<file path="src/rtl/led_ctrl_pkg.sv">
// Shared definitions for the CYC1000 LED sequencer: register map, mode encoding, CTRL fields.
package led_ctrl_pkg;

  localparam logic [2:0] ADDR_CTRL     = 3'd0;
  localparam logic [2:0] ADDR_DATA     = 3'd1;
  localparam logic [2:0] ADDR_PRESCALE = 3'd2;
  localparam logic [2:0] ADDR_STATUS   = 3'd3;
  localparam logic [2:0] ADDR_DUTY_LO  = 3'd4;
  localparam logic [2:0] ADDR_DUTY_HI  = 3'd5;

  typedef enum logic [1:0] {
    DIRECT = 2'd0,
    BLINK  = 2'd1,
    SCROLL = 2'd2,
    BOUNCE = 2'd3
  } led_mode_t;

  localparam int unsigned CTRL_MODE_LSB = 0;
  localparam int unsigned CTRL_MODE_MSB = 1;
  localparam int unsigned CTRL_EN_BIT   = 8;

endpackage

</file>
<file path="src/rtl/led_tick_gen.sv">
// Prescaler: counts while enabled and emits a one-cycle tick when the count reaches period.
module led_tick_gen #(
  parameter int unsigned PRESCALE_W = 24
) (
  input  logic                  clk,
  input  logic                  reset,
  input  logic                  en,
  input  logic                  clr,
  input  logic [PRESCALE_W-1:0] period,
  output logic                  tick
);

  logic [PRESCALE_W-1:0] cnt;

  always_ff @(posedge clk) begin
    if (!reset) begin
      cnt <= '0;
    end else if (!en || clr || (cnt == period)) begin
      cnt <= '0;
    end else begin
      cnt <= cnt + PRESCALE_W'(1);
    end
  end

  assign tick = en && (cnt == period);

endmodule

</file>
<file path="src/rtl/cyc1000_led_ctrl.sv">
// Avalon-MM LED sequencer (direct/blink/scroll/bounce) for the CYC1000 board.
// Optional per-LED PWM brightness is built when LED_PWM_EN is defined.
module cyc1000_led_ctrl
  import led_ctrl_pkg::*;
#(
  parameter int unsigned LED_W        = 8,
  parameter int unsigned PRESCALE_RST = 11_999_999,
  parameter int unsigned PRESCALE_W   = 24
) (
  input  logic             clk,
  input  logic             reset,
  input  logic [2:0]       avs_address,
  input  logic             avs_read,
  input  logic             avs_write,
  input  logic [31:0]      avs_writedata,
  output logic [31:0]      avs_readdata,
  output logic [LED_W-1:0] led
);

  led_mode_t             mode_q;
  logic                  en_q;
  logic [LED_W-1:0]      data_q;
  logic [PRESCALE_W-1:0] prescale_q;
  logic                  tick_seen;
  logic [LED_W-1:0]      pattern_q, pattern_d;
  logic [LED_W-1:0]      snap_q, snap_d;
  logic                  dir_left_q, dir_left_d;
  logic                  blink_off_q, blink_off_d;
  logic [31:0]           rd_mux;

  logic wr_ctrl, wr_data, wr_pre, rd_status, entry, tick_raw, tick;
  led_mode_t        wr_mode;
  logic [LED_W-1:0] data_nxt;

  assign wr_ctrl   = avs_write && (avs_address == ADDR_CTRL);
  assign wr_data   = avs_write && (avs_address == ADDR_DATA);
  assign wr_pre    = avs_write && (avs_address == ADDR_PRESCALE);
  assign rd_status = avs_read  && (avs_address == ADDR_STATUS);
  assign wr_mode   = led_mode_t'(avs_writedata[CTRL_MODE_MSB:CTRL_MODE_LSB]);
  assign entry     = wr_ctrl && avs_writedata[CTRL_EN_BIT] && (!en_q || (wr_mode != mode_q));
  // A CTRL write in the same cycle as a tick swallows that tick.
  assign tick      = tick_raw && !wr_ctrl;
  assign data_nxt  = wr_data ? avs_writedata[LED_W-1:0] : data_q;

  led_tick_gen #(.PRESCALE_W(PRESCALE_W)) u_tick (
    .clk    (clk),
    .reset  (reset),
    .en     (en_q),
    .clr    (wr_pre || entry),
    .period (prescale_q),
    .tick   (tick_raw)
  );

`ifdef LED_PWM_EN
  logic [8*LED_W-1:0] duty_q;
  logic [7:0]         pwm_cnt;
`endif

  always_ff @(posedge clk) begin
    if (!reset) begin
      mode_q     <= DIRECT;
      en_q       <= 1'b0;
      data_q     <= '0;
      prescale_q <= PRESCALE_W'(PRESCALE_RST);
      tick_seen  <= 1'b0;
    end else begin
      if (wr_ctrl) begin
        mode_q <= wr_mode;
        en_q   <= avs_writedata[CTRL_EN_BIT];
      end
      data_q <= data_nxt;
      if (wr_pre) prescale_q <= avs_writedata[PRESCALE_W-1:0];
      tick_seen <= tick || (tick_seen && !rd_status);
    end
  end

`ifdef LED_PWM_EN
  always_ff @(posedge clk) begin
    if (!reset) begin
      duty_q  <= '1;
      pwm_cnt <= '0;
    end else begin
      pwm_cnt <= pwm_cnt + 8'd1;
      if (avs_write && (avs_address == ADDR_DUTY_LO)) duty_q[31:0]  <= avs_writedata;
      if (avs_write && (avs_address == ADDR_DUTY_HI)) duty_q[63:32] <= avs_writedata;
    end
  end
`else
  logic unused_wdata;
  assign unused_wdata = ^avs_writedata[31:24];
`endif

  always_comb begin
    rd_mux = '0;
    case (avs_address)
      ADDR_CTRL:     begin
        rd_mux[CTRL_MODE_MSB:CTRL_MODE_LSB] = mode_q;
        rd_mux[CTRL_EN_BIT]                 = en_q;
      end
      ADDR_DATA:     rd_mux[LED_W-1:0] = data_q;
      ADDR_PRESCALE: rd_mux[PRESCALE_W-1:0] = prescale_q;
      ADDR_STATUS:   rd_mux = {23'd0, tick_seen, pattern_q};
`ifdef LED_PWM_EN
      ADDR_DUTY_LO:  rd_mux = duty_q[31:0];
      ADDR_DUTY_HI:  rd_mux = duty_q[63:32];
`endif
      default:       rd_mux = '0;
    endcase
  end

  always_ff @(posedge clk) begin
    if (!reset)        avs_readdata <= '0;
    else if (avs_read) avs_readdata <= rd_mux;
  end

  // Sequencer state register
  always_ff @(posedge clk) begin
    if (!reset) begin
      pattern_q   <= '0;
      snap_q      <= '0;
      dir_left_q  <= 1'b1;
      blink_off_q <= 1'b0;
    end else begin
      pattern_q   <= pattern_d;
      snap_q      <= snap_d;
      dir_left_q  <= dir_left_d;
      blink_off_q <= blink_off_d;
    end
  end

  // Sequencer next state: mode entry beats everything, then DIRECT tracking, then tick steps
  always_comb begin
    pattern_d   = pattern_q;
    snap_d      = snap_q;
    dir_left_d  = dir_left_q;
    blink_off_d = blink_off_q;
    if (entry) begin
      snap_d      = data_nxt;
      blink_off_d = 1'b0;
      dir_left_d  = 1'b1;
      pattern_d   = (wr_mode == BOUNCE) ? LED_W'(1) : data_nxt;
    end else if (en_q && !wr_ctrl) begin
      if (mode_q == DIRECT) begin
        pattern_d = data_nxt;
      end else if (tick) begin
        case (mode_q)
          BLINK: begin
            pattern_d   = blink_off_q ? snap_q : '0;
            blink_off_d = !blink_off_q;
          end
          SCROLL: pattern_d = {pattern_q[LED_W-2:0], pattern_q[LED_W-1]};
          BOUNCE: begin
            if (dir_left_q) begin
              if (pattern_q[LED_W-1]) begin
                dir_left_d = 1'b0;
                pattern_d  = pattern_q >> 1;
              end else begin
                pattern_d  = pattern_q << 1;
              end
            end else begin
              if (pattern_q[0]) begin
                dir_left_d = 1'b1;
                pattern_d  = pattern_q << 1;
              end else begin
                pattern_d  = pattern_q >> 1;
              end
            end
          end
          default: pattern_d = pattern_q;
        endcase
      end
    end
  end

  // Sequencer output
`ifdef LED_PWM_EN
  always_comb begin
    led = '0;
    for (int unsigned i = 0; i < LED_W; i++) begin
      led[i] = en_q && pattern_q[i] && (pwm_cnt < duty_q[8*i +: 8]);
    end
  end
`else
  always_comb begin
    led = en_q ? pattern_q : '0;
  end
`endif

endmodule
</file>
<file path="config.mk">
export PLATFORM = sky130hd
export DESIGN_NAME = cyc1000_led_ctrl
export DESIGN_NICKNAME = d
export VERILOG_FILES = /design/src/rtl/led_ctrl_pkg.sv /design/src/rtl/led_tick_gen.sv /design/src/rtl/cyc1000_led_ctrl.sv
export SDC_FILE = /design/constraint.sdc
export NUM_CORES = 1
export LEC_CHECK = 0
export BUFFER_PORTS_ARGS = -buffer_cell sky130_fd_sc_hd__buf_4
export CAP_MARGIN = 20
export CORE_UTILIZATION = 40
export CTS_CLUSTER_DIAMETER = 40
export CTS_CLUSTER_SIZE = 20
export DETAILED_ROUTE_END_ITERATION = 16
export GPL_TIMING_DRIVEN = 0
export PLACE_DENSITY = 0.71
export SYNTH_ARGS = -nofsm -noshare
export SYNTH_HDL_FRONTEND = slang
export SYNTH_SLANG_ARGS = --single-unit
export TNS_END_PERCENT = 1
</file>
<file path="constraint.sdc">
create_clock -name clk -period 2.3 [get_ports clk]
set_clock_uncertainty 0.05 [all_clocks]
set_input_delay 0.46 -clock clk [delete_from_list [all_inputs] [get_ports clk]]
set_output_delay 0.46 -clock clk [all_outputs]
set_load 0.005 [all_outputs]
</file>
==> impl_results.md <==
- Layout Nets: 714
- Mapped Area: 4970 um^2
- Mapped Avg Cell Area: 8.51 um^2
- # setup viols final: 0
- Register Area: 2050 um^2
- Via count: 4408
- Wire length per cell: 15.8 um
- Most Used Layer, Global Route: met2
- Post-place instance area: 5660 um^2
- Clk sink count: 102
- Final hold vios: 0
- Layout cells sized above 1: 19.4%
- CTS Buf Count: 9
- F_max: 443 MHz
- ANT cells: 0
- Gate Count Post-Synth: 584
- Number of global-route vias before repair: 4250
- Synth area leaders: dfxtp_1 (41%), xor2_1 (6.9%), nand2_1 (6.0%)
- DRC errors left: 0
- Top-area cell type share of the netlist area: 41.1%
- Remaining global-route overflow: 0
- Crit path kind: reg -> reg
- Power density over cell area: 592 nW/um^2
- Clock slew seen by the registers of the worst setup and hold paths: 0.07 ns
- Post-Route WL: 13.3 mm
- Yosys warning total: 0
- Ports: 79
- Primary FF master, synth: dfxtp_1
- Filler instances: 1144
- CP arrival: 2.48 ns
- Htree depth: 3
- Register area share after synthesis: 41.1%
- VDD IR max: 0.000375 V
- Slew margin rel.: 47.8%
- Port Buffers: 60
- Dpl cells: 819
- Slew Viols, Final: 0
- DRT iter0 DRCs: 273
- #FFs+latches synth: 102
- Slowest-stage cell, CP: or4bb_4
- Slew @ Worst Pin: 0.782 ns
- First-pass GRT wire length: 20.8 mm
- GP Congestion: 0.872
- Final Cycle Share: 98.1%
- RSZ-0062 raised after global routing: true
- Area Growth Syn to Fin: 22.2%
- Final core occ: 50.4%
- Die Ht: 113 um
- Async set-reset flop share out of synthesis: 0%
- CP Data Required Time: 2.52 ns
- Core area: 12100 um^2
- Largest area contributor in the netlist: dfxtp_1
- Worst setup SP type: register
- GRT Overall Usage: 20.6%
- Outcome: completed
- DIE AREA: 12900 um^2
- Largest stage delay on the critical path: 0.56 ns
- Detailed placer's ending HPWL: 9.89 mm
- Top cells by instance count after synthesis: dfxtp_1 (102), nand2_1 (79), nor2_1 (42)
- Critical Path, Cell by Cell: ha_2 > nor3_1 > or4bb_4 > o21ai_4 > buf_6 > o21ai_1 > a21oi_1
- Met2 usage: 34.3%
- Post-Layout Cell Count: 843
- Clock Tree Buf Depth: 2
- TritonCTS clock tree: done
- Cell Rows: 40
- Multi-input combinational cell area: 2710 um^2
- Largest net degree at the start of global routing: 19
- Antenna violations before repair: 0
- Die width: 113 um
- Worst-Skew Late Latency: 0.35 ns
- Min Tclk post-route: 2.26 ns
- Setup crit end kind: register
- Leakage: 0.00241 uW
- Dominant cell by count in the synthesized netlist: dfxtp_1
- DRT Pass-1 Iters: 5
- Met1 usage: 25.6%
- Finished Cell Area: 6070 um^2
- Antenna viol nets, final: 0
- Netlist cell types: 53
- GR Layer Usage met3: 4.84%
- CP delay by family, top: simple AND/OR/NAND/NOR gates
- MaxCap Viol Count: 0
- Min-delay worst type: in -> reg
- Initial core utilization: 41.2%
- Post-synth EDFFs: 0
- Crit Path Max Fanout: 8
- Via-to-Cell Ratio: 5.23
- CTS Hold Bufs: 0
- WP buf/inv: 1
- CTS Root Cell: clkbuf_16
worst register-to-register path, cell delays in order, from the launching register on:
cell,delay (ns)
dfxtp_1,0.48
ha_2,0.35
nor3_1,0.10
or4bb_4,0.56
o21ai_4,0.26
buf_6,0.17
o21ai_1,0.06
a21oi_1,0.16
path summary, 6_finish.rpt:
check / slack (ns) / from / depth (start not counted) / to
max: 0.04 / mode_q[1] / 7 / pattern_q[6]
min: 0.28 / avs_writedata[16] / 3 / prescale_q[16]
max reg2reg: 0.04 / mode_q[1] / 7 / pattern_q[6]
min reg2reg: 0.44 / blink_off_q / 2 / blink_off_q
cell usage in the layout (no fill, tap or decap), types with 10 or more instances in the layout:
master and n:
a21boi_0 13, a21oi_1 27, xor2_1 39, nand2_1 79
and2_1 18, a221oi_1 10, nor2b_1 39, buf_4 77
o21ai_0 10, inv_1 18, dfxtp_1 95, clkbuf_1 26
nor2_1 42, nand3_1 30
routing by layer:
metal | part of all wire (%) | wire, um
met5 | 0 | 0
met4 | 2.9 | 382
met2 | 48 | 6350
met3 | 5.9 | 778
met1 | 43 | 5770
flip-flops by register name, indices dropped and copies added, names as in the netlist:
name and count:
prescale_q 24, mode_q 2, u_tick.cnt 24, dir_left_q 1, avs_readdata 24, tick_seen 1, en_q 1, blink_off_q 1
pattern_q 8, snap_q 8, data_q 8
what timing repair did:
action / 4_1_cts / 5_1_grt
endpoints found under the setup margin: 26 / 31
pin swaps: 1 / 6
cloned: 0 / 0
buffers inserted: 1 / 8
resized for setup: 6 / 16
logic make-up after synthesis:
logic type | after synthesis | synth area share (%)
adders and majority gates | 5 | 1.26
buffers and inverters | 64 | 6.02
other | 1 | 0.0755
xor gates and xnor gates | 48 | 8.46
AOI/OAI and AO/OA | 101 | 14.3
and+or+nand+nor | 247 | 24.9
DFF | 102 | 41.1
muxes | 16 | 3.90
stage by stage:
stage	power, uW	setup TNS [ns]	hold WS, ns	setup slack (ns)
after floorplan	2040	-0.971	0.401	-0.0494
after detailed placement	2160	-12.12	0.428	-0.383
after global routing	3710	-0.168	0.278	-0.0365
after global placement	2150	-10.50	0.417	-0.340
final	3600	0	0.276	0.0429
after CTS	3600	-0.0270	0.267	-0.0142
layout make-up:
type / instances / area share (%)
Tap cell: 168 / 3.46
Inverter: 18 / 1.11
Sequential cell: 102 / 33.8
Timing Repair Buffer: 69 / 8.59
Clock buffer: 9 / 3.71
Buffer: 45 / 3.85
Clock inverter: 7 / 0.906
Multi-Input combinational cell: 425 / 44.6
power by group:
group	internal, uW	switching, uW
combinational	142	160
clock	746	714
sequential	1800	35.4
No activity file was read; power rests on OpenSTA's default activity.
